[src/rtl/silife_load_pkg.sv]
// silife load chain driver shared types.
// FSM states and divider limits.
package silife_load_pkg;

  typedef enum logic [2:0] {
    IDLE,
    FETCH,
    LOW,
    HIGH,
    TAIL
  } state_t;

  localparam int MIN_CLK_DIV = 1;

endpackage

[src/rtl/silife_clk_div_tick.sv]
// Phase timer for the load clock generator.
// Reloads to DIV-1 and flags the last cycle of each timed phase.
module silife_clk_div_tick
  import silife_load_pkg::*;
#(
  parameter int DIV = 2
) (
  input  logic clk,
  input  logic reset_n,
  input  logic load,
  input  logic en,
  output logic tick
);

  localparam int D = (DIV < MIN_CLK_DIV) ? MIN_CLK_DIV : DIV;
  localparam int W = (D > 1) ? $clog2(D) : 1;
  localparam logic [W-1:0] TOP = W'(D - 1);

  logic [W-1:0] cnt;

  always_ff @(posedge clk or negedge reset_n) begin
    if (!reset_n) begin
      cnt <= '0;
    end else if (load) begin
      cnt <= TOP;
    end else if (en && cnt != '0) begin
      cnt <= cnt - 1'b1;
    end
  end

  assign tick = en && (cnt == '0);

endmodule

[src/rtl/silife_load_driver.sv]
// Transmit end of the silife serial load chain.
// Serialises a framed word stream MSB first onto cs/clk/data.
module silife_load_driver
  import silife_load_pkg::*;
#(
  parameter int WORD_W  = 8,
  parameter int CLK_DIV = 2,
  parameter int CNT_W   = 16
) (
  input  logic              clk,
  input  logic              reset_n,
  input  logic              i_start,
  input  logic [CNT_W-1:0]  i_frame_words,
  input  logic              i_abort,
  input  logic [WORD_W-1:0] i_data,
  input  logic              i_valid,
  output logic              o_ready,
  output logic              o_load_cs,
  output logic              o_load_clk,
  output logic              o_load_data,
  output logic              o_busy,
  output logic              o_done
);

  localparam int DIV = (CLK_DIV < MIN_CLK_DIV) ? MIN_CLK_DIV : CLK_DIV;
  localparam int BW  = (WORD_W > 1) ? $clog2(WORD_W) : 1;
  localparam logic [BW-1:0] LAST = BW'(WORD_W - 1);

  state_t            state;
  logic [WORD_W-1:0] shreg;
  logic [BW-1:0]     bit_idx;
  logic [CNT_W-1:0]  words_left;
  logic              timed;
  logic              tick;

  assign timed = (state == LOW) || (state == HIGH) || (state == TAIL);

  // Held loaded outside timed phases so every phase starts fresh.
  silife_clk_div_tick #(
    .DIV (DIV)
  ) u_div (
    .clk     (clk),
    .reset_n (reset_n),
    .load    (!timed || tick),
    .en      (timed),
    .tick    (tick)
  );

  assign o_load_data = shreg[WORD_W-1];

  always_ff @(posedge clk or negedge reset_n) begin
    if (!reset_n) begin
      state      <= IDLE;
      shreg      <= '0;
      bit_idx    <= '0;
      words_left <= '0;
      o_ready    <= 1'b0;
      o_load_cs  <= 1'b0;
      o_load_clk <= 1'b0;
      o_busy     <= 1'b0;
      o_done     <= 1'b0;
    end else begin
      o_done <= 1'b0;
      if (state != IDLE && i_abort) begin
        state      <= IDLE;
        shreg      <= '0;
        words_left <= '0;
        o_ready    <= 1'b0;
        o_load_cs  <= 1'b0;
        o_load_clk <= 1'b0;
        o_busy     <= 1'b0;
        o_done     <= 1'b1;
      end else begin
        unique case (state)
          IDLE: begin
            if (i_start) begin
              if (i_frame_words == '0) begin
                o_done <= 1'b1;
              end else begin
                state      <= FETCH;
                words_left <= i_frame_words;
                o_ready    <= 1'b1;
                o_load_cs  <= 1'b1;
                o_busy     <= 1'b1;
              end
            end
          end
          FETCH: begin
            if (i_valid && o_ready) begin
              shreg      <= i_data;
              words_left <= words_left - 1'b1;
              bit_idx    <= LAST;
              o_ready    <= 1'b0;
              state      <= LOW;
            end
          end
          LOW: begin
            if (tick) begin
              o_load_clk <= 1'b1;
              state      <= HIGH;
            end
          end
          HIGH: begin
            if (tick) begin
              o_load_clk <= 1'b0;
              if (bit_idx != '0) begin
                bit_idx <= bit_idx - 1'b1;
                shreg   <= {shreg[WORD_W-2:0], 1'b0};
                state   <= LOW;
              end else if (words_left != '0) begin
                o_ready <= 1'b1;
                state   <= FETCH;
              end else begin
                state <= TAIL;
              end
            end
          end
          TAIL: begin
            if (tick) begin
              shreg     <= '0;
              o_load_cs <= 1'b0;
              o_busy    <= 1'b0;
              o_done    <= 1'b1;
              state     <= IDLE;
            end
          end
          default: state <= IDLE;
        endcase
      end
    end
  end

endmodule

[config.mk]
export PLATFORM = sky130hd
export DESIGN_NAME = silife_load_driver
export DESIGN_NICKNAME = d
export VERILOG_FILES = /design/src/rtl/silife_load_pkg.sv /design/src/rtl/silife_clk_div_tick.sv /design/src/rtl/silife_load_driver.sv
export SDC_FILE = /design/constraint.sdc
export NUM_CORES = 1
export LEC_CHECK = 0
export CORE_MARGIN = 8
export CORE_UTILIZATION = 55
export CTS_CLUSTER_DIAMETER = 60
export CTS_CLUSTER_SIZE = 10
export DETAILED_ROUTE_END_ITERATION = 10
export PLACE_DENSITY = 0.91
export SLEW_MARGIN = 0
export SYNTH_ARGS = -nofsm -noshare
export SYNTH_HDL_FRONTEND = slang
export SYNTH_SLANG_ARGS = --single-unit
export TNS_END_PERCENT = 100
[constraint.sdc]
create_clock -name clk -period 4.3 [get_ports clk]
set_input_delay 0.86 -clock clk [delete_from_list [all_inputs] [get_ports clk]]
set_output_delay 0.86 -clock clk [all_outputs]
set_load 0.02 [all_outputs]
**Yosys cells after proc, flatten, opt, wreduce, memory -nomap -nowiden**

Cells that the tools add are included.

- Bits in registers: 35
- Word-level logic and storage cells: 103

- Reductions and logical operators: 27
- Bitwise operators: 2
- Multiplexer cells: 46
- Add/sub/neg operators: 3
- Equality and inequality tests: 16

Operator list:

| operator | count |
|---|---|
| 16-bit two-way mux | 4 |
| 8-bit two-way mux | 5 |
| 3-bit two-way mux | 12 |
| 16-bit one-hot mux with 2 select lines | 1 |
| 8-bit one-hot mux with 3 select lines | 1 |
| 1-bit two-way mux | 17 |
| 16-bit zero test | 1 |
| 16-bit nonzero test | 1 |
| 16-bit by 1-bit subtractor with 16-bit output, second input constant | 1 |
| 3-bit one-hot mux with 5 select lines | 1 |
| 3-bit nonzero test | 5 |
| 3-bit inequality test, second input constant | 4 |
| 5-bit AND reduction | 2 |
| 3-bit by 2-bit inequality test with 1-bit output, second input constant | 3 |
| 4-bit AND reduction | 2 |
| 4-bit nonzero test | 2 |
| 7-bit AND reduction | 1 |
| 3-bit by 2-bit equality test with 1-bit output, second input constant | 2 |
| 3-bit by 1-bit inequality test with 1-bit output, second input constant | 2 |
| 1-bit one-hot mux with 2 select lines | 3 |
| 3-bit one-hot mux with 2 select lines | 1 |
| 6-bit AND reduction | 1 |
| 1-bit logical AND | 4 |
| 2-bit inequality test, second input constant | 2 |
| other kinds (12) | 16 |

**Longest topological paths before layout**

- Depth in word-level cells: 7
- Depth in mapped cells: 7
- Gate-level depth less buffers: 7

**Hierarchy**

A second synthesis with hierarchy kept.

- Cell total of the unflattened synthesis: 270
- Area total of the unflattened synthesis: 2188.3 um2

By module, submodules not included:

| module | cells each | instances | area an instance (um2) |
|---|---|---|---|
| silife_load_driver | 266 | 1 | 2148.3 |
| silife_clk_div_tick | 4 | 1 | 40.0 |

**Least setup slack after synthesis**

OpenSTA, ideal clock, no wires.

- Path kind: input to register
- Start: input i_frame_words[3]
- End: register words_left[0]
- Path slack: 2251 ps
- Required time: 4176 ps
- Arrival time: 1926 ps
- Path buffers: 1
- Stages: 6
- Path through: nor4_1 > nand4_1 > nand2_1 > o21a_1 > buf_2 > o21ai_1

- Word-level cells in the longest chain between the ends: 3

Ends and longest elaborated chain:

| item | line | text |
|---|---|---|
| from (decl) | silife_load_driver.sv:13 | `input logic [CNT_W-1:0] i_frame_words,` |
| 16-bit zero test | silife_load_driver.sv:77 | `if (i_frame_words == '0) begin` |
| 3-bit inequality test (no source line) | n/a |  |
| 4-bit AND reduction (no source line) | n/a |  |
| to (signal assigned) | silife_load_driver.sv:81 | `words_left <= i_frame_words;` |
| to (signal assigned) | silife_load_driver.sv:91 | `words_left <= words_left - 1'b1;` |
| to (decl) | silife_load_driver.sv:32 | `logic [CNT_W-1:0] words_left;` |

No other way between the ends.
A chain may end at the register's enable or synchronous reset.

**Worst setup path after layout**

- Start: input i_abort
- End: register words_left[2]

- Word-level cells in the longest chain between the ends: 3

Ends and longest elaborated chain:

| item | line | text |
|---|---|---|
| from (decl) | silife_load_driver.sv:14 | `input logic i_abort,` |
| 1-bit logical AND (*) | silife_load_driver.sv:64 | `if (state != IDLE && i_abort) begin` |
| 3-bit inequality test (no source line) or 3-bit nonzero test (tied branches) | n/a |  |
| 4-bit AND reduction (no source line) | n/a |  |

Mark *: on every way between the ends. The rest lies on a longest branch, timed or not.

==> flow_metrics.env <==
export IMPL_min_period_ps=3013
export IMPL_grt_pass1_wl_mm=9.584
export IMPL_synth_common_cells="dfrtp_1, o21ai_1, a21oi_1, nor2_1, nand2_1"
export IMPL_reg2reg_from="state[0]"
export IMPL_drtIter0Drc=188
export IMPL_grt_pass1_vias=2016
export IMPL_synth_cell_type_count=63
export IMPL_row_count=23
export IMPL_critical_path_required_ps=4520
export IMPL_grt_max_degree=36
export IMPL_firstDrtPassIters=5
export IMPL_grt_usage_pct=18.18
export IMPL_viasPerCell=6.272
export IMPL_drt_total_wl_mm=5.779
export IMPL_place_port_buffers=34
export IMPL_grt_overflow=0
export IMPL_hold_viol_final=0
export IMPL_cpLargestDelayFamily="simple AND/OR/NAND/NOR gates"
export IMPL_netlist_instances=252
export IMPL_post_cts_setup_buffer_count=0
export IMPL_synth_fp_nets=284
export IMPL_synth_top_area_cell="dfrtp_1"
export IMPL_place_congestion=0.8539
export IMPL_cts_inserted_buffers=5
export IMPL_hpwl_mm=4.117
export IMPL_dieArea_um2=6535
export IMPL_crit_path_top_delay_cell="clkdlybuf4s50_1"
export IMPL_crit_path_start_kind="primary input"
export IMPL_period_share_pct=70.07
export IMPL_cts_hold_buf=0
export IMPL_slowest_delay_ps=750
export IMPL_synth_area_top_cells="dfrtp_1, o21ai_1, a21oi_1"
export IMPL_arrival_ps=3230
export IMPL_rsz0062_at_grt="no"
export IMPL_synth_avg_cell_area_um2=9.175
export IMPL_final_nets=312
export IMPL_drv_cap=0
export IMPL_setup_violations=0
export IMPL_start_util_pct=57.39
export IMPL_vias=2076
export IMPL_yosys_cell_count_top_type="dfrtp_1"
export IMPL_critical_path_endpoint_type="register"
export IMPL_netlist_area_um2=2312
export IMPL_status="complete, no violations"
export IMPL_clock_root_buffer="clkbuf_8"
export IMPL_path_depth=5
export IMPL_cts_sinks=35
export IMPL_drc=0
export IMPL_synth_top_cell_area_share_pct=37.88
export IMPL_hold_depth=1
export IMPL_path_class="in2reg"
export IMPL_ys_flop_type="dfrtp_1"
export IMPL_cts_tree="yes"
export IMPL_finalSetupTns_ps=0
export IMPL_antenna_found_initial=0
export IMPL_drv_slew=0
export IMPL_rr_worst_depth=4
export IMPL_startpoint="i_abort"
export IMPL_peakVddDrop_mv=0.3705
export IMPL_wl_per_cell_um=17.46
export IMPL_nFillCells=352
export IMPL_clock_skew_ps=7.472
export IMPL_antenna_cells=0
export IMPL_clkLatencyLatePin_ps=300
export IMPL_clockBufferDepth=2
export IMPL_cts_max_level=2
export IMPL_clk_pin_slew_worst_paths_ps=80
export IMPL_die_height_um=80.84
export IMPL_p_per_area_nw_per_um2=708.8
export IMPL_leakage_nw=1.128
export IMPL_crit_fanout=18
export IMPL_synth_edf_count=0
export IMPL_hold_class="reg2reg"
export IMPL_num_io_pins=35
export IMPL_hold_ws_ps=483.1
export IMPL_cts_resized_gates=0
export IMPL_area_delta_synth_final_pct=17.37
export IMPL_drive_above_1_share_pct=12.81
export IMPL_max_freq_mhz=331.9
export IMPL_maxSlewHeadroom_pct=49.77
export IMPL_ys_seq_area_share_pct=37.88
export IMPL_die_width_um=80.84
export IMPL_min_delay_start="bit_idx[0]"
export IMPL_ant_nets=0
export IMPL_ys_ff_latch=35
export IMPL_path_buf_inv=1
export IMPL_synth_async_sr_flop_share_pct=100.0
export IMPL_cp_cell_sequence="clkdlybuf4s50_1 > nor2b_1 > nand4_1 > o21a_1 > o21ai_1"
export IMPL_coreArea_um2=4029
export IMPL_yosys_warnings=0
export IMPL_tightest_slew_ps=751.7
## power breakdown
| group | internal, mW | switching [mW] |
|---|---|---|
| clock network | 0.146 | 0.128 |
| registers | 0.468 | 0.193 |
| logic | 0.433 | 0.556 |
| total | 1.05 | 0.877 |
## worst paths after layout
path / endpoint / slack (ps)
min: bit_idx[0] / 480
max: words_left[2] / 1290
min in group asynchronous: words_left[8] / 980
max in group asynchronous: state[0] / 3000
min reg2reg: bit_idx[0] / 480
max reg2reg: words_left[2] / 1920
## registers in the layout (all words and copies together) (netlist names)
register	cells
words_left	16
shreg	8
bit_idx	3
state	3
o_busy	1
o_done	1
o_load_clk	1
o_ready	1
u_div.cnt	1
## per-stage QoR
step,utilization (%),setup WS [ps],cells,power (mW),cell area (um2)
4_1_cts,67.36,1316,331,1.919,2714
3_3_place_gp,64.78,1160,323,1.599,2610
5_1_grt,67.36,1116,331,2.067,2714
2_1_floorplan,-,2251,252,1.422,2312
3_5_place_dp,64.78,1023,323,1.641,2610
6_report,67.36,1287,331,1.924,2714
## area by class of cell
type                       instances  area [um2]  area share, %
clock inverter                     1       7.507         0.2766
tap                               50       62.56          2.305
inverter                           8       35.03          1.291
clock buffer                       7       96.34          3.550
multi-input combinational        195        1289          47.49
sequential                        35       875.8          32.27
timing repair buffer              35       347.8          12.82
## layer usage
layer | GRT usage [%] | vias to the layer above | wire [um]
met4 | 4.107 | 0 | 40
met1 | 23.06 | 999 | 2477
met2 | 29.59 | 80 | 2760
li1 | - | 991 | -
met3 | 5.740 | 6 | 499
met5 | 0 | - | 0
## cells in the final DEF, fill, tap and decap left out, types with 2 or more instances in the layout
master,count
o21ai_1,31
nand2b_1,2
nand3_1,3
a21oi_1,25
nor3_1,7
o22ai_1,2
dfrtp_1,35
nor3_2,2
ha_1,3
inv_1,7
nor3b_1,2
nand2_2,3
o21ai_0,4
a22o_1,7
mux2_2,7
a221oi_2,2
o31ai_1,2
o21a_1,2
and3_1,6
nor2_1,21
nand4_1,3
clkdlybuf4s50_1,34
clkbuf_8,7
mux2i_1,3
nor4_1,7
nand2_1,14
a31oi_1,3
nor2b_1,3
## cell families after synthesis
group / share of synthesized area (%)
compound gates: 26.46
simple gates: 21.92
flops: 37.88
buf+inv: 6.385
mux: 5.357
fa+ha+maj: 1.624
xor+xnor: 0.3789
Note: power is estimated with default switching activity, not from simulation.
